`config.mk`:
```
export PLATFORM = sky130hd
export DESIGN_NAME = fft_ram_loader_flat
export DESIGN_NICKNAME = d
export VERILOG_FILES = /design/src/rtl/fft_ram_loader_pkg.sv /design/src/rtl/fft_ram_loader_if.sv /design/src/rtl/fft_bitrev_index.sv /design/src/rtl/fft_ram_loader.sv /design/src/flat_wrapper.sv
export SDC_FILE = /design/constraint.sdc
export NUM_CORES = 1
export LEC_CHECK = 0
export CAP_MARGIN = 20
export CORE_ASPECT_RATIO = 0.5
export CORE_UTILIZATION = 35
export DETAILED_ROUTE_END_ITERATION = 7
export PLACE_DENSITY = 0.68
export REMOVE_ABC_BUFFERS = 1
export SKIP_LAST_GASP = 1
export SYNTH_ARGS = -nofsm -noshare
export SYNTH_HDL_FRONTEND = slang
export SYNTH_SLANG_ARGS = --single-unit
```
`constraint.sdc`:
```
create_clock -name clk -period 4.2 [get_ports clk]
set_clock_uncertainty 0.05 [all_clocks]
set_input_delay 1.05 -clock clk [delete_from_list [all_inputs] [get_ports clk]]
set_output_delay 1.05 -clock clk [all_outputs]
set_load 0.03 [all_outputs]
```
`src/rtl/fft_ram_loader_pkg.sv`:
```
// Shared FFT defaults and the loader FSM state encoding.
package fft_ram_loader_pkg;

  localparam int FFT_WORDSIZE   = 16;
  localparam int FFT_ADDRSIZE   = 3;
  localparam int FFT_NUMSAMPLES = 32;
  localparam int FFT_NUMSTAGES  = 5;
  localparam int FFT_NUMBANKS   = 4;

  typedef enum logic [1:0] {
    IDLE = 2'd0,
    LOAD = 2'd1,
    DONE = 2'd2
  } load_state_t;

endpackage

```
`src/rtl/fft_ram_loader_if.sv`:
```
// Load handshake, sample stream and four-bank RAM write port of the loader.
interface fft_ram_loader_if
  import fft_ram_loader_pkg::*;
#(
  parameter int WORDSIZE = FFT_WORDSIZE,
  parameter int ADDRSIZE = FFT_ADDRSIZE
);

  logic                ld_data;
  logic                ld_done;
  logic                s_valid;
  logic [WORDSIZE-1:0] s_data;
  logic                s_ready;
  logic                wr_en0, wr_en1, wr_en2, wr_en3;
  logic [ADDRSIZE-1:0] wr_addr0, wr_addr1, wr_addr2, wr_addr3;
  logic [WORDSIZE-1:0] wr_data0, wr_data1, wr_data2, wr_data3;

  modport master (
    output ld_data, s_valid, s_data,
    input  ld_done, s_ready,
    input  wr_en0, wr_en1, wr_en2, wr_en3,
    input  wr_addr0, wr_addr1, wr_addr2, wr_addr3,
    input  wr_data0, wr_data1, wr_data2, wr_data3
  );

  modport slave (
    input  ld_data, s_valid, s_data,
    output ld_done, s_ready,
    output wr_en0, wr_en1, wr_en2, wr_en3,
    output wr_addr0, wr_addr1, wr_addr2, wr_addr3,
    output wr_data0, wr_data1, wr_data2, wr_data3
  );

endinterface

```
`src/rtl/fft_bitrev_index.sv`:
```
// Combinational index reverser; passes the index through unchanged when ENABLE=0.
module fft_bitrev_index #(
  parameter int WIDTH  = 5,
  parameter bit ENABLE = 1'b1
) (
  input  logic [WIDTH-1:0] idx,
  output logic [WIDTH-1:0] idx_out
);

  always_comb begin
    idx_out = idx;
    if (ENABLE) begin
      for (int unsigned i = 0; i < WIDTH; i++) begin
        idx_out[i] = idx[WIDTH-1-i];
      end
    end
  end

endmodule

```
`src/rtl/fft_ram_loader.sv`:
```
// Streams one frame of samples into four FFT RAM banks, optionally in bit-reversed order.
module fft_ram_loader
  import fft_ram_loader_pkg::*;
#(
  parameter int WORDSIZE   = FFT_WORDSIZE,
  parameter int ADDRSIZE   = FFT_ADDRSIZE,
  parameter int NUMSAMPLES = FFT_NUMSAMPLES,
  parameter int BITREV     = 1
) (
  input logic            clk,
  input logic            rst,
  fft_ram_loader_if.slave bus
);

  localparam int IDXW = ADDRSIZE + 2;
  localparam int CNTW = IDXW + 1;
  localparam logic [CNTW-1:0] LAST = CNTW'(NUMSAMPLES - 1);
  localparam logic [CNTW-1:0] FULL = CNTW'(NUMSAMPLES);

  load_state_t         state;
  logic [CNTW-1:0]     n;
  logic                ready_q;
  logic                done_q;
  logic [3:0]          wr_en_q;
  logic [ADDRSIZE-1:0] wr_addr_q [4];
  logic [WORDSIZE-1:0] wr_data_q [4];

  logic [IDXW-1:0]     j;
  logic [1:0]          bank;
  logic                xfer;

  fft_bitrev_index #(
    .WIDTH  (IDXW),
    .ENABLE (BITREV != 0)
  ) u_bitrev (
    .idx     (n[IDXW-1:0]),
    .idx_out (j)
  );

  assign bank = j[1:0];
  // ready_q is only ever high in LOAD, so it alone qualifies a transfer.
  assign xfer = bus.s_valid & ready_q;

  always_ff @(posedge clk) begin
    if (rst) begin
      state   <= IDLE;
      n       <= '0;
      ready_q <= 1'b0;
      done_q  <= 1'b0;
      wr_en_q <= '0;
      for (int unsigned b = 0; b < 4; b++) begin
        wr_addr_q[b] <= '0;
        wr_data_q[b] <= '0;
      end
    end else begin
      wr_en_q <= '0;
      if (xfer) begin
        wr_en_q[bank]   <= 1'b1;
        wr_addr_q[bank] <= j[IDXW-1:2];
        wr_data_q[bank] <= bus.s_data;
      end

      case (state)
        IDLE: begin
          ready_q <= 1'b0;
          done_q  <= 1'b0;
          if (bus.ld_data) begin
            state   <= LOAD;
            n       <= '0;
            ready_q <= 1'b1;
          end
        end
        LOAD: begin
          if (!bus.ld_data) begin
            state   <= IDLE;
            n       <= '0;
            ready_q <= 1'b0;
          end else if (xfer) begin
            n       <= n + CNTW'(1);
            ready_q <= (n != LAST);
          end else if (n == FULL) begin
            // Entered one edge after the last transfer; ld_done follows one edge later.
            state <= DONE;
          end
        end
        DONE: begin
          ready_q <= 1'b0;
          if (!bus.ld_data) begin
            state  <= IDLE;
            done_q <= 1'b0;
          end else begin
            done_q <= 1'b1;
          end
        end
        default: begin
          state   <= IDLE;
          ready_q <= 1'b0;
          done_q  <= 1'b0;
        end
      endcase
    end
  end

  assign bus.s_ready  = ready_q;
  assign bus.ld_done  = done_q;
  assign bus.wr_en0   = wr_en_q[0];
  assign bus.wr_en1   = wr_en_q[1];
  assign bus.wr_en2   = wr_en_q[2];
  assign bus.wr_en3   = wr_en_q[3];
  assign bus.wr_addr0 = wr_addr_q[0];
  assign bus.wr_addr1 = wr_addr_q[1];
  assign bus.wr_addr2 = wr_addr_q[2];
  assign bus.wr_addr3 = wr_addr_q[3];
  assign bus.wr_data0 = wr_data_q[0];
  assign bus.wr_data1 = wr_data_q[1];
  assign bus.wr_data2 = wr_data_q[2];
  assign bus.wr_data3 = wr_data_q[3];

endmodule

```
`src/flat_wrapper.sv`:
```
// flat-port wrapper written by rule: the top's interface ports become plain ports
module fft_ram_loader_flat import fft_ram_loader_pkg::*;
#(
  parameter int WORDSIZE   = FFT_WORDSIZE,
  parameter int ADDRSIZE   = FFT_ADDRSIZE,
  parameter int NUMSAMPLES = FFT_NUMSAMPLES,
  parameter int BITREV     = 1
)
  (clk, rst, bus_ld_data, bus_s_valid, bus_s_data, bus_ld_done, bus_s_ready, bus_wr_en0, bus_wr_en1, bus_wr_en2, bus_wr_en3, bus_wr_addr0, bus_wr_addr1, bus_wr_addr2, bus_wr_addr3, bus_wr_data0, bus_wr_data1, bus_wr_data2, bus_wr_data3);
  fft_ram_loader_if #(.WORDSIZE(WORDSIZE), .ADDRSIZE(ADDRSIZE)) bus_i ();
  input logic clk;
  input logic rst;
  input wire logic [$bits(bus_i.ld_data)-1:0] bus_ld_data;
  input wire logic [$bits(bus_i.s_valid)-1:0] bus_s_valid;
  input wire logic [$bits(bus_i.s_data)-1:0] bus_s_data;
  output wire logic [$bits(bus_i.ld_done)-1:0] bus_ld_done;
  output wire logic [$bits(bus_i.s_ready)-1:0] bus_s_ready;
  output wire logic [$bits(bus_i.wr_en0)-1:0] bus_wr_en0;
  output wire logic [$bits(bus_i.wr_en1)-1:0] bus_wr_en1;
  output wire logic [$bits(bus_i.wr_en2)-1:0] bus_wr_en2;
  output wire logic [$bits(bus_i.wr_en3)-1:0] bus_wr_en3;
  output wire logic [$bits(bus_i.wr_addr0)-1:0] bus_wr_addr0;
  output wire logic [$bits(bus_i.wr_addr1)-1:0] bus_wr_addr1;
  output wire logic [$bits(bus_i.wr_addr2)-1:0] bus_wr_addr2;
  output wire logic [$bits(bus_i.wr_addr3)-1:0] bus_wr_addr3;
  output wire logic [$bits(bus_i.wr_data0)-1:0] bus_wr_data0;
  output wire logic [$bits(bus_i.wr_data1)-1:0] bus_wr_data1;
  output wire logic [$bits(bus_i.wr_data2)-1:0] bus_wr_data2;
  output wire logic [$bits(bus_i.wr_data3)-1:0] bus_wr_data3;
  assign bus_i.ld_data = bus_ld_data;
  assign bus_i.s_valid = bus_s_valid;
  assign bus_i.s_data = bus_s_data;
  assign bus_ld_done = bus_i.ld_done;
  assign bus_s_ready = bus_i.s_ready;
  assign bus_wr_en0 = bus_i.wr_en0;
  assign bus_wr_en1 = bus_i.wr_en1;
  assign bus_wr_en2 = bus_i.wr_en2;
  assign bus_wr_en3 = bus_i.wr_en3;
  assign bus_wr_addr0 = bus_i.wr_addr0;
  assign bus_wr_addr1 = bus_i.wr_addr1;
  assign bus_wr_addr2 = bus_i.wr_addr2;
  assign bus_wr_addr3 = bus_i.wr_addr3;
  assign bus_wr_data0 = bus_i.wr_data0;
  assign bus_wr_data1 = bus_i.wr_data1;
  assign bus_wr_data2 = bus_i.wr_data2;
  assign bus_wr_data3 = bus_i.wr_data3;
  fft_ram_loader #(.WORDSIZE(WORDSIZE), .ADDRSIZE(ADDRSIZE), .NUMSAMPLES(NUMSAMPLES), .BITREV(BITREV)) u_core (.clk(clk), .rst(rst), .bus(bus_i));
endmodule
```
# After elaboration in Yosys (flattened, before gate mapping)
# Memory sizes are Yosys's and may differ from the RTL's.
# Index checks and enable logic that the tools add are counted.
# word_totals
reg_bits	14
out_inout_bits	82
memories	2
input_bits	20
elab_cells	57
ram_bits	76
# mem_list
memory	words	width	rd	rd_ports_with_merged_regs	write_ports	line	source
u_core.wr_data_q	4	16	4	0	4	fft_ram_loader.sv:26	logic [WORDSIZE-1:0] wr_data_q [4];
u_core.wr_addr_q	4	3	4	0	4	fft_ram_loader.sv:25	logic [ADDRSIZE-1:0] wr_addr_q [4];
# op_classes
eq_ne	9
muxes	28
n_bitwise	2
add_sub_neg	1
reduce_logical	8
magnitude_cmp	2
# ops
cell	count
two-way mux 6 bit	3
two-way mux 16 bit	1
OR reduction 16 bit	1
two-way mux 2 bit	7
one-hot mux 6 bit (2 select lines)	1
two-way mux 1 bit	11
adder 6 x 1 -> 6 bit, second input constant	1
equality test 6 bit, second input constant	1
!= test 3 x 2 -> 1 bit, second input constant	2
!= test 6 x 5 -> 1 bit, second input constant	1
one-hot mux 2 bit (3 select lines)	1
!= test 2 bit, second input constant	2
one-hot mux 1 bit (2 select lines)	2
AND reduction 4 bit	1
less-than comparator 2 x 3 -> 1 bit, second input constant	1
two-way mux 3 bit	1
!= test 3 bit, second input constant	1
AND reduction 3 bit	1
OR reduction 3 bit	1
demux 1 bit (select 2 bit)	1
equality test 2 x 1 -> 1 bit, second input constant	1
equality test 2 bit, second input constant	1
greater-or-equal comparator 2 x 1 -> 1 bit, second input constant	1
logical NOT 2 bit	1
other kinds (5)	5

# Longest topological paths before layout
# Gate-level depths: netlist (run 1).
# logic_depth
word_depth	6
ltp_mapped	5
depth_no_buf	5

# Hierarchy
# A second synthesis (run 1) with hierarchy kept.
# unflattened
cells_unflattened	234
hier_area_um2	3484.6
# by_module_without_submodules
module	instances	area_each_um2	cells_per_inst	seq_area_each_um2
fft_ram_loader	1	3447.1	229	2562.5
fft_bitrev_index	1	37.5	5	0.0

# Worst setup path before layout (run 1)
# OpenSTA, ideal clock, no wires.
# synth_path
path_type	input to register
start	input port rst
end	memory u_core.wr_addr_q[2][0] (netlist bit), enable pin
stages	3
path_buffers	0
setup_time_ns	0.343
arrival_time_ns	1.907
t_required_ns	3.807
path_slack_ns	1.900
cell_sequence	nand2b_2 -> nor3_4 -> or2_2
# synth_rtl
item	line	source
from (decl)	flat_wrapper.sv:12	input logic rst;
to (decl)	fft_ram_loader.sv:25	

==> impl_results.html, run 1 <==
<table>
<tr><th>Metric</th><th>Value</th></tr>
<tr><th colspan="2">Timing</th></tr>
<tr><td>Portion of the clock cycle consumed by the worst path in the final layout</td><td>0.692</td></tr>
<tr><td>Post-Route Setup TNS</td><td>0 ps</td></tr>
<tr><td>Min Clock Period, post-route</td><td>2910 ps</td></tr>
<tr><td>Slew Limit Headroom</td><td>0.560</td></tr>
<tr><td>Peak clock frequency supported by timing</td><td>~0.34 GHz</td></tr>
<tr><td>Hold violation count in the final report</td><td>0</td></tr>
<tr><td>Final Max Slew Viols</td><td>0</td></tr>
<tr><td>Measured slew at the worst slew-check pin</td><td>659 ps</td></tr>
<tr><td>Setup violations, final</td><td>0</td></tr>
<tr><td>RSZ-0062 raised after global routing</td><td>false</td></tr>
<tr><th colspan="2">Setup path</th></tr>
<tr><td>Worst setup path class</td><td>in -&gt; reg</td></tr>
<tr><td>Largest stage delay on the critical path</td><td>approximately 610 ps</td></tr>
<tr><td>CP Depth</td><td>5</td></tr>
<tr><td>CP top delay family</td><td>simple AND/OR/NAND/NOR gates</td></tr>
<tr><td>Critical Path Start Type</td><td>input port</td></tr>
<tr><td>CP Buf/Inv Count</td><td>2</td></tr>
<tr><td>Cell at the slowest stage of the critical path</td><td>sky130_fd_sc_hd__clkdlybuf4s50_1</td></tr>
<tr><td>Cell breakdown of the critical path</td><td>clkdlybuf4s50_1 -&gt; nand2b_2 -&gt; nor4b_4 -&gt; buf_4 -&gt; or2_2</td></tr>
<tr><td>Worst Path Required</td><td>4130 ps</td></tr>
<tr><td>Depth of the worst register-to-register path</td><td>4</td></tr>
<tr><td>Critical Path Fanout Max</td><td>21</td></tr>
<tr><td>Data arrival time of the critical path</td><td>2840 ps</td></tr>
<tr><td>Sort of element at the end of the critical path</td><td>flop</td></tr>
<tr><th colspan="2">Synth</th></tr>
<tr><td>Library cell with the highest instance count after synthesis</td><td>sky130_fd_sc_hd__edfxtp_1</td></tr>
<tr><td>Mean Syn Cell Area</td><td>around 15 um^2</td></tr>
<tr><td>Total standard cell area after synthesis</td><td>between 3000 and 4000 um^2</td></tr>
<tr><td>Top cells by area in the synthesized netlist</td><td>sky130_fd_sc_hd__edfxtp_1 (64%), sky130_fd_sc_hd__and2_1 (12%), sky130_fd_sc_hd__dfxtp_1 (7.8%)</td></tr>
<tr><td>Share of async-settable or async-resettable flops after synthesis</td><td>0</td></tr>
<tr><td>Number of warnings reported in the yosys synthesis log</td><td>0</td></tr>
<tr><td>Largest area contributor in the netlist</td><td>sky130_fd_sc_hd__edfxtp_1</td></tr>
<tr><td>Share of the yosys chip area belonging to registers</td><td>0.715</td></tr>
<tr><td>Number of distinct library cells after synthesis</td><td>38</td></tr>
<tr><td>Most frequent cells after synthesis</td><td>sky130_fd_sc_hd__edfxtp_1 (76), sky130_fd_sc_hd__and2_1 (70), sky130_fd_sc_hd__dfxtp_1 (14), sky130_fd_sc_hd__nor2_1 (6)</td></tr>
<tr><td>Flop and latch count out of synthesis</td><td>90</td></tr>
<tr><td>Share of the synthesized area in the top cell type</td><td>0.637</td></tr>
<tr><td>Number of flops mapped to enable cells by yosys</td><td>between 70 and 80</td></tr>
<tr><td>Cells after Synth</td><td>about 240</td></tr>
<tr><td>Most common flop cell mapped by yosys</td><td>sky130_fd_sc_hd__edfxtp_1</td></tr>
<tr><th colspan="2">Layout</th></tr>
<tr><td>Layout net count</td><td>363</td></tr>
<tr><td>Area overhead of the layout relative to synthesis</td><td>41.4%</td></tr>
<tr><td>Non-Filler Instances</td><td>481</td></tr>
<tr><td>Fraction of final layout cells sized beyond drive strength 1</td><td>0.107</td></tr>
<tr><td>Final antenna diode count</td><td>0</td></tr>
<tr><th colspan="2">Clocking</th></tr>
<tr><td>Clock latency at the later pin of the worst-skew pair</td><td>330 ps</td></tr>
<tr><td>TritonCTS clock tree</td><td>done</td></tr>
<tr><td>H-tree levels</td><td>3</td></tr>
<tr><td>Clock input transition at the sequential cells of the worst setup and hold paths</td><td>60 ps</td></tr>
<tr><td>Sinks on Clock Net</td><td>90</td></tr>
<tr><td>Post-CTS Setup Repair Bufs</td><td>0</td></tr>
<tr><td>Total of hold buffers inserted after clock tree synthesis</td><td>0</td></tr>
<tr><td>Max Root-Sink Buffers</td><td>2</td></tr>
<tr><td>Number of clock buffers inserted by TritonCTS</td><td>9</td></tr>
<tr><td>Root cell of the clock tree</td><td>sky130_fd_sc_hd__clkbuf_16</td></tr>
<tr><td>Quantity of gates resized following cts</td><td>0</td></tr>
<tr><th colspan="2">Floorplanning</th></tr>
<tr><td>Die Area</td><td>10700 um^2</td></tr>
<tr><td>Top-level port count</td><td>102</td></tr>
<tr><td>Site Rows</td><td>25</td></tr>
<tr><td>Core box area</td><td>about 9700 um^2</td></tr>
<tr><td>Starting Density</td><td>0.370</td></tr>
<tr><td>Die boundary width</td><td>145 um</td></tr>
<tr><td>Vertical extent of the die</td><td>73.6 um</td></tr>
<tr><th colspan="2">Routing</th></tr>
<tr><td>Drt first-iter violations</td><td>156</td></tr>
<tr><td>Detail Route Antenna Nets</td><td>0</td></tr>
<tr><td>First-pass iteration count of the detailed router</td><td>4</td></tr>
<tr><td>Per-cell via count in the routed design</td><td>4.47</td></tr>
<tr><td>Via count</td><td>2149</td></tr>
<tr><td>Average detailed-routed wire length per instance</td><td>16.1 um</td></tr>
<tr><td>Post-Route WL</td><td>7.74 mm</td></tr>
<tr><td>Post-route DRC</td><td>0</td></tr>
<tr><th colspan="2">Pwr</th></tr>
<tr><td>Total power density per cell area</td><td>407 nW/um^2</td></tr>
<tr><td>Maximum VDD drop</td><td>0.197 mV</td></tr>
<tr><td>Static leakage power</td><td>1.80 nW</td></tr>
<tr><th colspan="2">Worst hold path</th></tr>
<tr><td>Hold Path Depth</td><td>2</td></tr>
<tr><td>HP Class</td><td>reg -&gt; reg</td></tr>
<tr><th colspan="2">Global routing</th></tr>
<tr><td>Pin count of the biggest net entering global routing</td><td>22</td></tr>
<tr><td>GRT Resource Usage Total</td><td>0.151</td></tr>
<tr><td>Grt ovf</td><td>0</td></tr>
<tr><td>Number of global-route vias before repair</td><td>2273</td></tr>
<tr><td>Global-route wire length before repair</td><td>11.8 mm</td></tr>
<tr><td>Number of antenna violations at the first check in global routing</td><td>0</td></tr>
<tr><th colspan="2">Placement</th></tr>
<tr><td>RD Place Congestion</td><td>0.766</td></tr>
<tr><td>Inst Count DP</td><td>465</td></tr>
<tr><td>Final HPWL from detailed placement</td><td>approximately 5.4 mm</td></tr>
<tr><td># port buffers</td><td>101</td></tr>
<tr><th colspan="2">Outcome</th></tr>
<tr><td>Status</td><td>complete, no violations</td></tr>
<tr><th colspan="2">Flow run</th></tr>
<tr><td>Max_cap viols</td><td>0</td></tr>
</table>
[area by class of cell]
cell class                      count  area (um^2)
Fill cell                         815         4630
Sequential cell                    90         2560
Timing Repair Buffer              106         1050
Multi-Input combinational cell    129          946
Clock buffer                        9          225
Tap cell                          135          169
Clock inverter                      7         98.8
Inverter                            5         18.8
[registers in the layout (all words and copies together) (netlist names)]
register            cells
u_core.wr_data_q       64
u_core.wr_addr_q       12
u_core.n                6
u_core.wr_en_q          4
u_core.state            2
u_core.bus.ld_done      1
u_core.bus.s_ready      1
[logic make-up (layout without fill, tap and decap cells)]
logic type	Yosys count	count (layout)	synth area share
fa+ha+maj	2	2	0.00698
simple gates	107	107	0.197
mux	3	3	0.00873
compound gates	12	12	0.0394
flops	90	90	0.715
buf+inv	16	127	0.0213
xor+xnor	5	5	0.0122
[path summary, 6_finish.rpt]
path / from / endpoint / slack (ps)
worst min-delay path: u_core.bus.ld_done / u_core.bus.ld_done / 450
worst min register to register: u_core.bus.ld_done / u_core.bus.ld_done / 450
worst max register to register: u_core.n[4] / u_core.wr_data_q[1][6] / 1930
worst max-delay path: bus_s_valid / u_core.wr_data_q[1][6] / 1290
[power by group]
| part | switching (W) | internal (W) |
|---|---|---|
| clock | 0.000338 | 0.000525 |
| sequential | 0.0000134 | 0.000997 |
| combinational | 0.000113 | 0.0000770 |
| total | 0.000465 | 0.00160 |
[placed cells by master, fill, tap and decap left out, drive strengths merged, types with 3 or more instances in the layout]
master and n:
a21oi 3, and2 70, buf 5, clkbuf 9, clkdlybuf4s50 101, dfxtp 14
edfxtp 76, inv 7, nand2 5, nor2 7, nor3 5, nor4 3
nor4b 3, or2 3, xnor2 5
[layer usage]
layer  track usage  wire length [um]  part of all wire
met1         0.180              3410              0.44
met2         0.261              3900              0.50
met3        0.0410               308             0.040
met4        0.0725               112             0.014
met5             0                 0                 0
[worst register-to-register path, delay by kind of cell, from the launching register on]
family / cells / cell delay [ps]
buffers and inverters: 2 / 470
flip-flops: 1 / 670
AND/OR/NAND/NOR: 2 / 730
[through the flow]
step           hold slack, ps  total power (W)  utilization  cell area, um^2  setup slack [ps]
2_1_floorplan             456          0.00112            -             3530              1610
3_3_place_gp              427          0.00122        0.489             4740              1010
3_5_place_dp              435          0.00122        0.489             4740               935
4_1_cts                   454          0.00208        0.523             5070              1300
5_1_grt                   476          0.00213        0.523             5070              1160
6_report                  446          0.00206        0.523             5070              1290
Note: power is estimated with default switching activity, not from simulation.
==> run 2, diff against run 1 <==
--- a/config.mk
+++ b/config.mk
@@ -9,7 +9,7 @@
 export CORE_ASPECT_RATIO = 0.5
 export CORE_UTILIZATION = 35
 export DETAILED_ROUTE_END_ITERATION = 7
-export PLACE_DENSITY = 0.68
+export PLACE_DENSITY = 0.7
 export REMOVE_ABC_BUFFERS = 1
 export SKIP_LAST_GASP = 1
 export SYNTH_ARGS = -nofsm -noshare
==> constraint.sdc (replaced) <==
create_clock -name clk -period 2.61 [get_ports clk]
set_clock_uncertainty 0.05 [all_clocks]
set_input_delay 0.6525 -clock clk [delete_from_list [all_inputs] [get_ports clk]]
set_output_delay 0.6525 -clock clk [all_outputs]
set_load 0.03 [all_outputs]
==> run 2 against run 1 <==
  * Total power rose by 54%
  * Worst hold slack improved by 4.6 ps
  * Utilization barely moved
  * Final cell count rose by 0.83%
  * Critical endpoint is now bus_s_ready
==> impl_results.html, run 2 (same netlist as run 1, synthesis figures left out) <==
<table>
<tr><th>Metric</th><th>Value</th></tr>
<tr><th colspan="2">Layout</th></tr>
<tr><td>Register ranked first by flip-flop count</td><td>u_core.wr_data_q</td></tr>
<tr><td>Most common cell after layout, fill and taps aside</td><td>sky130_fd_sc_hd__clkdlybuf4s50_1</td></tr>
<tr><td>Non-Filler Instances</td><td>485 (+0.83%)</td></tr>
<tr><td>Largest register FFs</td><td>64 (unchanged)</td></tr>
<tr><td>Fraction of final layout cells sized beyond drive strength 1</td><td>0.106 (-0.00122)</td></tr>
<tr><td>Area overhead of the layout relative to synthesis</td><td>41.4% (about the same)</td></tr>
<tr><td>Top library cells by usage in the layout, fill and taps aside</td><td>sky130_fd_sc_hd__clkdlybuf4s50_1 (101), sky130_fd_sc_hd__edfxtp_1 (76), sky130_fd_sc_hd__and2_1 (70)</td></tr>
<tr><td>Final antenna diode count</td><td>0 (unchanged)</td></tr>
<tr><td>Layout net count</td><td>367 (+1.1%)</td></tr>
<tr><td>Registers with the most flip-flops</td><td>u_core.wr_data_q x64, u_core.wr_addr_q x12, u_core.n x6</td></tr>
<tr><th colspan="2">Global routing</th></tr>
<tr><td>GRT Resource Usage Total</td><td>0.158 (+0.00666)</td></tr>
<tr><td>Global-route wire length before repair</td><td>12.4 mm (+4.5%)</td></tr>
<tr><td>Grt ovf</td><td>0 (unchanged)</td></tr>
<tr><td>Number of global-route vias before repair</td><td>2320 (+2.1%)</td></tr>
<tr><td>Pin count of the biggest net entering global routing</td><td>21 (-4.5%)</td></tr>
<tr><td>Number of antenna violations at the first check in global routing</td><td>0 (unchanged)</td></tr>
<tr><th colspan="2">Outcome</th></tr>
<tr><td>Status</td><td>complete, no violations</td></tr>
<tr><th colspan="2">Pwr</th></tr>
<tr><td>Share of total power in sequential cells</td><td>0.511 (+0.021)</td></tr>
<tr><td>Total power density per cell area</td><td>628 nW/um^2 (+54%)</td></tr>
<tr><td>Internal portion of total power</td><td>0.00248 W (+55%)</td></tr>
<tr><td>Static leakage power</td><td>1.80 nW (+0.10%)</td></tr>
<tr><td>Maximum VDD drop</td><td>0.358 mV (+82%)</td></tr>
<tr><td>Fraction of power spent switching nets</td><td>0.222 (-0.00322)</td></tr>
<tr><td>Net switching power of the design</td><td>0.000707 W (+52%)</td></tr>
<tr><td>PnR Total Power</td><td>0.00318 W (+54%)</td></tr>
<tr><td>Clock network fraction of total power</td><td>0.390 (-0.028)</td></tr>
<tr><td>Combinational fraction of design power</td><td>0.099 (+0.007)</td></tr>
<tr><th colspan="2">Setup path</th></tr>
<tr><td>Data arrival time of the critical path</td><td>1620 ps (-1220 ps)</td></tr>
<tr><td>CP top delay family</td><td>buffers and inverters</td></tr>
<tr><td>Worst Path Required</td><td>1910 ps (-2220 ps)</td></tr>
<tr><td>Sort of element at the end of the critical path</td><td>primary output</td></tr>
<tr><td>Largest stage delay on the critical path</td><td>740 ps (+130 ps)</td></tr>
<tr><td>Cell breakdown of the critical path</td><td>clkdlybuf4s50_1</td></tr>
<tr><td>Critical Path Fanout Max</td><td>8 (-62%)</td></tr>
<tr><td>Worst reg-to-reg setup slack</td><td>600 ps (-1330 ps)</td></tr>
<tr><td>Worst setup path class</td><td>reg -&gt; out</td></tr>
<tr><td>Cell at the slowest stage of the critical path</td><td>sky130_fd_sc_hd__clkdlybuf4s50_1</td></tr>
<tr><td>CP Buf/Inv Count</td><td>1 (-1)</td></tr>
<tr><td>Critical Path Start Type</td><td>flop</td></tr>
<tr><th colspan="2">Routing</th></tr>
<tr><td>Average detailed-routed wire length per instance</td><td>16.6 um (+3.4%)</td></tr>
<tr><td>First-pass iteration count of the detailed router</td><td>4 (unchanged)</td></tr>
<tr><td>Per-cell via count in the routed design</td><td>4.57 (+2.4%)</td></tr>
<tr><td>Post-route DRC</td><td>0 (unchanged)</td></tr>
<tr><td>Drt first-iter violations</td><td>118 (-24%)</td></tr>
<tr><td>Post-Route WL</td><td>8.07 mm (+4.2%)</td></tr>
<tr><td>Via count</td><td>2218 (+3.2%)</td></tr>
<tr><td>Detail Route Antenna Nets</td><td>0 (unchanged)</td></tr>
<tr><th colspan="2">Clocking</th></tr>
<tr><td>Total of hold buffers inserted after clock tree synthesis</td><td>0 (unchanged)</td></tr>
<tr><td>Quantity of gates resized following cts</td><td>0 (unchanged)</td></tr>
<tr><td>Sinks on Clock Net</td><td>90 (unchanged)</td></tr>
<tr><td>Number of clock buffers inserted by TritonCTS</td><td>9 (unchanged)</td></tr>
<tr><td>Clock latency at the later pin of the worst-skew pair</td><td>330 ps (about the same)</td></tr>
<tr><td>H-tree levels</td><td>3 (unchanged)</td></tr>
<tr><td>Max Root-Sink Buffers</td><td>2 (unchanged)</td></tr>
<tr><td>Post-CTS Setup Repair Bufs</td><td>0 (unchanged)</td></tr>
<tr><td>Clock input transition at the sequential cells of the worst setup and hold paths</td><td>60 ps (about the same)</td></tr>
<tr><td>Root cell of the clock tree</td><td>sky130_fd_sc_hd__clkbuf_16</td></tr>
<tr><td>TritonCTS clock tree</td><td>done</td></tr>
<tr><th colspan="2">Floorplanning</th></tr>
<tr><td>Die Area</td><td>10700 um^2 (unchanged)</td></tr>
<tr><td>Starting Density</td><td>0.370 (unchanged)</td></tr>
<tr><td>Vertical extent of the die</td><td>73.6 um (unchanged)</td></tr>
<tr><td>Die boundary width</td><td>145 um (unchanged)</td></tr>
<tr><td>Core box area</td><td>9700 um^2 (unchanged)</td></tr>
<tr><td>Site Rows</td><td>25 (unchanged)</td></tr>
<tr><td>Top-level port count</td><td>102 (unchanged)</td></tr>
<tr><th colspan="2">Timing</th></tr>
<tr><td>Peak clock frequency supported by timing</td><td>between 0.4 and 0.5 GHz</td></tr>
<tr><td>Measured slew at the worst slew-check pin</td><td>536 ps (-123 ps)</td></tr>
<tr><td>RSZ-0062 raised after global routing</td><td>false</td></tr>
<tr><td>Hold violation count in the final report</td><td>0 (unchanged)</td></tr>
<tr><td>Setup violations, final</td><td>0 (unchanged)</td></tr>
<tr><td>Final Max Slew Viols</td><td>0 (unchanged)</td></tr>
<tr><td>Min Clock Period, post-route</td><td>2320 ps</td></tr>
<tr><td>Worst path setup slack after routing</td><td>290 ps (-1000 ps)</td></tr>
<tr><td>Slew Limit Headroom</td><td>0.642 (+0.0819)</td></tr>
<tr><td>Portion of the clock cycle consumed by the worst path in the final layout</td><td>0.889</td></tr>
<tr><td>Post-Route Setup TNS</td><td>0 ps (unchanged)</td></tr>
<tr><th colspan="2">Flow run</th></tr>
<tr><td>Max_cap viols</td><td>0 (unchanged)</td></tr>
<tr><th colspan="2">Worst hold path</th></tr>
<tr><td>HP Class</td><td>reg -&gt; reg</td></tr>
<tr><th colspan="2">Placement</th></tr>
<tr><td>Worst slack after detailed placement</td><td>78.9 ps (-856 ps)</td></tr>
<tr><td>Inst Count DP</td><td>469 (+0.86%)</td></tr>
<tr><td># port buffers</td><td>101 (unchanged)</td></tr>
<tr><td>RD Place Congestion</td><td>0.806 (+5.2%)</td></tr>
<tr><td>Final HPWL from detailed placement</td><td>5.65 mm (+4.1%)</td></tr>
</table>
[run 2: changes by cell type in the layout (fill, tap and decap cells not counted), sizes merged]
cell | previous run | this run
inv | 7 | 5
clkinv | 2 | 1
buf | 5 | 9
bufinv | 2 | 1
clkbuf | 9 | 13
[run 2: area by class of cell]
| class | count | area (um^2) |
|---|---|---|
| Inverter | 5 | 18.8 |
| Sequential cell | 90 | 2560 |
| Tap cell | 135 | 169 |
| Timing Repair Buffer | 110 | 1090 |
| Clock inverter | 3 | 42.5 |
| Multi-Input combinational cell | 129 | 946 |
| Clock buffer | 13 | 240 |
| Fill cell | 812 | 4630 |
[run 2: per-stage QoR]
stage                     utilization  area (um^2)  hold WS (ps)
final                           0.523         5070           450
after global routing            0.523         5070           479
after CTS                       0.523         5070           455
after detailed placement        0.494         4790           441
after global placement          0.494         4790           431
after floorplan                     -         3530           456
[run 2: power groups by stage]
stage	combinational [W]	clock (W)	sequential, W
after global placement	0.000313	0	0.00166
final	0.000316	0.00124	0.00163
after floorplan	0.0000493	0	0.00175
after global routing	0.000330	0.00132	0.00163
after detailed placement	0.000318	0	0.00166
after CTS	0.000319	0.00126	0.00163
[run 2: layer usage]
metal,share of wire,track usage,up-vias,wire [um]
li1,-,-,1055,-
met1,0.41,0.175,1099,3320
met2,0.54,0.295,54,4380
met3,0.034,0.0460,10,271
met4,0.012,0.0596,0,94
met5,0,0,-,0
[run 2: final timing paths]
check,startpoint,end,depth (start not counted)
worst min-delay path,u_core.bus.ld_done,u_core.bus.ld_done,2
worst max register to register,u_core.n[4],u_core.wr_data_q[1][5],3
worst max-delay path,u_core.bus.s_ready,bus_s_ready,1
worst min register to register,u_core.bus.ld_done,u_core.bus.ld_done,2
==> run 3, diff against run 2 <==
--- a/config.mk
+++ b/config.mk
@@ -7,9 +7,10 @@
 export LEC_CHECK = 0
 export CAP_MARGIN = 20
 export CORE_ASPECT_RATIO = 0.5
-export CORE_UTILIZATION = 35
+export CORE_UTILIZATION = 40
 export DETAILED_ROUTE_END_ITERATION = 7
-export PLACE_DENSITY = 0.7
+export GPL_TIMING_DRIVEN = 0
+export PLACE_DENSITY = 0.78
 export REMOVE_ABC_BUFFERS = 1
 export SKIP_LAST_GASP = 1
 export SYNTH_ARGS = -nofsm -noshare
==> run 3 against run 2 <==
  * Sequential cell count stayed put
  * First-iteration DRC count is 31% higher
  * Worst hold slack got worse by 8.2 ps
  * Cell area is 0.37% lower
  * Register-to-register slack got worse by 190 ps
  * Maximum frequency shrank 5.4%
  * Largest power group unchanged
==> impl_results.html, run 3 (same netlist as run 1, synthesis figures left out) <==
<table>
<tr><th>Metric</th><th>Value</th></tr>
<tr><th colspan="2">Placement</th></tr>
<tr><td>RD Place Congestion</td><td>0.874 (+8.4%)</td></tr>
<tr><td># port buffers</td><td>101 (unchanged)</td></tr>
<tr><td>Inst Count DP</td><td>437 (-6.8%)</td></tr>
<tr><td>DP Area</td><td>4680 um^2 (-2.3%)</td></tr>
<tr><td>Final HPWL from detailed placement</td><td>5.16 mm (-8.6%)</td></tr>
<tr><th colspan="2">Routing</th></tr>
<tr><td>First-pass iteration count of the detailed router</td><td>4 (unchanged)</td></tr>
<tr><td>Drt first-iter violations</td><td>154 (+31%)</td></tr>
<tr><td>Post-Route WL</td><td>8.52 mm (+5.6%)</td></tr>
<tr><td>Post-route DRC</td><td>0 (unchanged)</td></tr>
<tr><td>Per-cell via count in the routed design</td><td>4.94 (+8.0%)</td></tr>
<tr><td>Detail Route Antenna Nets</td><td>0 (unchanged)</td></tr>
<tr><td>Average detailed-routed wire length per instance</td><td>18.6 um (+12%)</td></tr>
<tr><td>Via count</td><td>2262 (+2.0%)</td></tr>
<tr><th colspan="2">Timing</th></tr>
<tr><td>Measured slew at the worst slew-check pin</td><td>1000 ps (+468 ps)</td></tr>
<tr><td>RSZ-0062 raised after global routing</td><td>false</td></tr>
<tr><td>Portion of the clock cycle consumed by the worst path in the final layout</td><td>0.940 (+0.0507)</td></tr>
<tr><td>Peak clock frequency supported by timing</td><td>0.408 GHz (-5.4%)</td></tr>
<tr><td>Post-Route Setup TNS</td><td>0 ps (unchanged)</td></tr>
<tr><td>Setup violations, final</td><td>0 (unchanged)</td></tr>
<tr><td>Slew Limit Headroom</td><td>0.330 (-0.312)</td></tr>
<tr><td>Final Hold Slack</td><td>442 ps (-8.16 ps)</td></tr>
<tr><td>Hold violation count in the final report</td><td>0 (unchanged)</td></tr>
<tr><td>Final Max Slew Viols</td><td>0 (unchanged)</td></tr>
<tr><td>Min Clock Period, post-route</td><td>2450 ps (+132 ps)</td></tr>
<tr><th colspan="2">Clocking</th></tr>
<tr><td>Root cell of the clock tree</td><td>sky130_fd_sc_hd__clkbuf_16</td></tr>
<tr><td>Sinks on Clock Net</td><td>90 (unchanged)</td></tr>
<tr><td>Total of hold buffers inserted after clock tree synthesis</td><td>0 (unchanged)</td></tr>
<tr><td>H-tree levels</td><td>3 (unchanged)</td></tr>
<tr><td>Number of clock buffers inserted by TritonCTS</td><td>9 (unchanged)</td></tr>
<tr><td>TritonCTS clock tree</td><td>done</td></tr>
<tr><td>Max Root-Sink Buffers</td><td>2 (unchanged)</td></tr>
<tr><td>Clock input transition at the sequential cells of the worst setup and hold paths</td><td>60 ps (about the same)</td></tr>
<tr><td>Clock latency at the later pin of the worst-skew pair</td><td>340 ps (about the same)</td></tr>
<tr><th colspan="2">Setup path</th></tr>
<tr><td>Sort of element at the end of the critical path</td><td>primary output</td></tr>
<tr><td>Critical Path Fanout Max</td><td>10 (+2)</td></tr>
<tr><td>CP top delay family</td><td>buffers and inverters</td></tr>
<tr><td>Depth of the worst register-to-register path</td><td>1 (-2)</td></tr>
<tr><td>Worst reg-to-reg setup slack</td><td>410 ps (-190 ps)</td></tr>
<tr><td>Launching element of the worst setup path</td><td>u_core.bus.s_ready</td></tr>
<tr><td>Cell breakdown of the critical path</td><td>clkdlybuf4s50_1</td></tr>
<tr><td>Worst Path Required</td><td>1910 ps (about the same)</td></tr>
<tr><td>Largest stage delay on the critical path</td><td>780 ps (+40 ps)</td></tr>
<tr><td>Cell at the slowest stage of the critical path</td><td>sky130_fd_sc_hd__clkdlybuf4s50_1</td></tr>
<tr><td>Critical Path Start Type</td><td>flop</td></tr>
<tr><td>Capturing point of the worst reg2reg path</td><td>u_core.wr_data_q[3][7]</td></tr>
<tr><td>Data arrival time of the critical path</td><td>1750 ps (+130 ps)</td></tr>
<tr><td>Worst setup path class</td><td>reg -&gt; out</td></tr>
<tr><td>CP Depth</td><td>1 (unchanged)</td></tr>
<tr><td>Setup crit end</td><td>bus_s_ready</td></tr>
<tr><td>CP Buf/Inv Count</td><td>1 (unchanged)</td></tr>
<tr><td>Worst reg2reg path startpoint</td><td>u_core.n[3]</td></tr>
<tr><th colspan="2">Pwr</th></tr>
<tr><td>Static leakage power</td><td>1.79 nW (-0.62%)</td></tr>
<tr><td>Net switching power of the design</td><td>0.000725 W (+2.7%)</td></tr>
<tr><td>Clock network fraction of total power</td><td>0.392 (+0.002)</td></tr>
<tr><td>Total power density per cell area</td><td>633 nW/um^2 (+0.76%)</td></tr>
<tr><td>Fraction of power spent switching nets</td><td>0.227 (+0.00500)</td></tr>
<tr><td>Combinational fraction of design power</td><td>0.099 (about the same)</td></tr>
<tr><td>Maximum VDD drop</td><td>0.379 mV (+5.9%)</td></tr>
<tr><td>Internal portion of total power</td><td>0.00247 W (-0.26%)</td></tr>
<tr><td>Share of total power in sequential cells</td><td>0.509 (-0.002)</td></tr>
<tr><th colspan="2">Layout</th></tr>
<tr><td>Area used by sequential logic in the layout</td><td>2560 um^2 (unchanged)</td></tr>
<tr><td>Count of filler cells inserted in the layout</td><td>619 (-24%)</td></tr>
<tr><td>Non-Filler Instances</td><td>458 (-5.6%)</td></tr>
<tr><td>Area overhead of the layout relative to synthesis</td><td>40.9%</td></tr>
<tr><td>Most common cell after layout, fill and taps aside</td><td>sky130_fd_sc_hd__clkdlybuf4s50_1</td></tr>
<tr><td>Final core utilization</td><td>0.605 (+0.0824)</td></tr>
<tr><td>Largest register FFs</td><td>64 (unchanged)</td></tr>
<tr><td>Final antenna diode count</td><td>0 (unchanged)</td></tr>
<tr><td>Register ranked first by flip-flop count</td><td>u_core.wr_data_q</td></tr>
<tr><td>Registers with the most flip-flops</td><td>u_core.wr_data_q x64, u_core.wr_addr_q x12, u_core.n x6</td></tr>
<tr><td>Total non-filler cell area in the finished layout</td><td>5050 um^2 (-0.37%)</td></tr>
<tr><td>Multi-input combinational cell area</td><td>1010 um^2 (+6.3%)</td></tr>
<tr><td>Top library cells by usage in the layout, fill and taps aside</td><td>sky130_fd_sc_hd__clkdlybuf4s50_1 (100), sky130_fd_sc_hd__edfxtp_1 (76), sky130_fd_sc_hd__and2_1 (70)</td></tr>
<tr><td>Layout net count</td><td>363 (-1.1%)</td></tr>
<tr><td>Fraction of final layout cells sized beyond drive strength 1</td><td>0.101 (-0.00456)</td></tr>
<tr><th colspan="2">Floorplanning</th></tr>
<tr><td>Die Area</td><td>9370 um^2 (-12%)</td></tr>
<tr><td>Die boundary width</td><td>136 um (-6.4%)</td></tr>
<tr><td>Vertical extent of the die</td><td>68.9 um (-6.3%)</td></tr>
<tr><td>Top-level port count</td><td>102 (unchanged)</td></tr>
<tr><td>Starting Density</td><td>0.430 (+0.0599)</td></tr>
<tr><td>Core box area</td><td>8350 um^2 (-14%)</td></tr>
<tr><td>Site Rows</td><td>23 (-8.0%)</td></tr>
<tr><th colspan="2">Global routing</th></tr>
<tr><td>Number of antenna violations at the first check in global routing</td><td>0 (unchanged)</td></tr>
<tr><td>Most congested layer reported by global routing</td><td>met2</td></tr>
<tr><td>M3 GR Usage</td><td>0.0556 (+0.00959)</td></tr>
<tr><td>Global-route wire length before repair</td><td>12.4 mm (+0.44%)</td></tr>
<tr><td>Grt ovf</td><td>0 (unchanged)</td></tr>
<tr><td>GR met1 Demand/Resource</td><td>0.211 (+0.0367)</td></tr>
<tr><td>Number of global-route vias before repair</td><td>2221 (-4.3%)</td></tr>
<tr><td>Met2 GRT Util</td><td>0.349 (+0.0546)</td></tr>
<tr><td>Pin count of the biggest net entering global routing</td><td>20 (-4.8%)</td></tr>
<tr><td>GRT Resource Usage Total</td><td>0.191 (+0.0328)</td></tr>
<tr><th colspan="2">Flow run</th></tr>
<tr><td>Max_cap viols</td><td>0 (unchanged)</td></tr>
<tr><th colspan="2">Worst hold path</th></tr>
<tr><td>Hold Path Depth</td><td>2 (unchanged)</td></tr>
<tr><td>HP Class</td><td>reg -&gt; reg</td></tr>
<tr><td>Start point of the worst min-delay path</td><td>u_core.bus.ld_done</td></tr>
<tr><th colspan="2">Outcome</th></tr>
<tr><td>Status</td><td>complete, no violations</td></tr>
</table>
run 3: area by class of cell:
type | count | share of cell area
Timing Repair Buffer | 104 | 0.205
Inverter | 5 | 0.00372
Multi-Input combinational cell | 131 | 0.199
Clock inverter | 5 | 0.0109
Clock buffer | 11 | 0.0461
Sequential cell | 90 | 0.507
Tap cell | 112 | 0.0277
run 3: through the flow:
| stage | total power (W) | worst slack, ps |
|---|---|---|
| after global placement | 0.00196 | -1020 |
| final | 0.00319 | 157 |
| after CTS | 0.00321 | -2.29 |
| after global routing | 0.00329 | 136 |
| after detailed placement | 0.00196 | -1100 |
| after floorplan | 0.00180 | 414 |
run 3: repair_timing:
item                       4_1_cts  5_1_grt
gates resized for setup          5        2
cloned                           2        0
setup endpoints to repair       95       56
setup buffers                    3        0
pin swaps                        3        0
run 3: metal layers:
layer  vias to the layer above  wire length [um]
li1                       1047                 -
met1                      1123              3300
met2                        73              4590
met3                        19               439
met4                         0               187
met5                         -                 0
run 3: worst min-delay path by stage:
| stage | end | slack (ps) |
|---|---|---|
| detailed placement | u_core.bus.ld_done | 430 |
| floorplan | u_core.n[5] | 460 |
| CTS | u_core.bus.ld_done | 440 |
| finish | u_core.bus.ld_done | 440 |
| global placement | u_core.bus.ld_done | 430 |
| global route | u_core.bus.ld_done | 470 |
run 3: power by group through the flow:
| stage | Clock (W) | Sequential (W) | Combinational (W) |
|---|---|---|---|
| after floorplan | 0 | 0.00175 | 0.0000493 |
| after detailed placement | 0 | 0.00166 | 0.000308 |
| after global routing | 0.00133 | 0.00163 | 0.000329 |
| after global placement | 0 | 0.00165 | 0.000303 |
| after CTS | 0.00127 | 0.00163 | 0.000316 |
| final | 0.00125 | 0.00163 | 0.000316 |
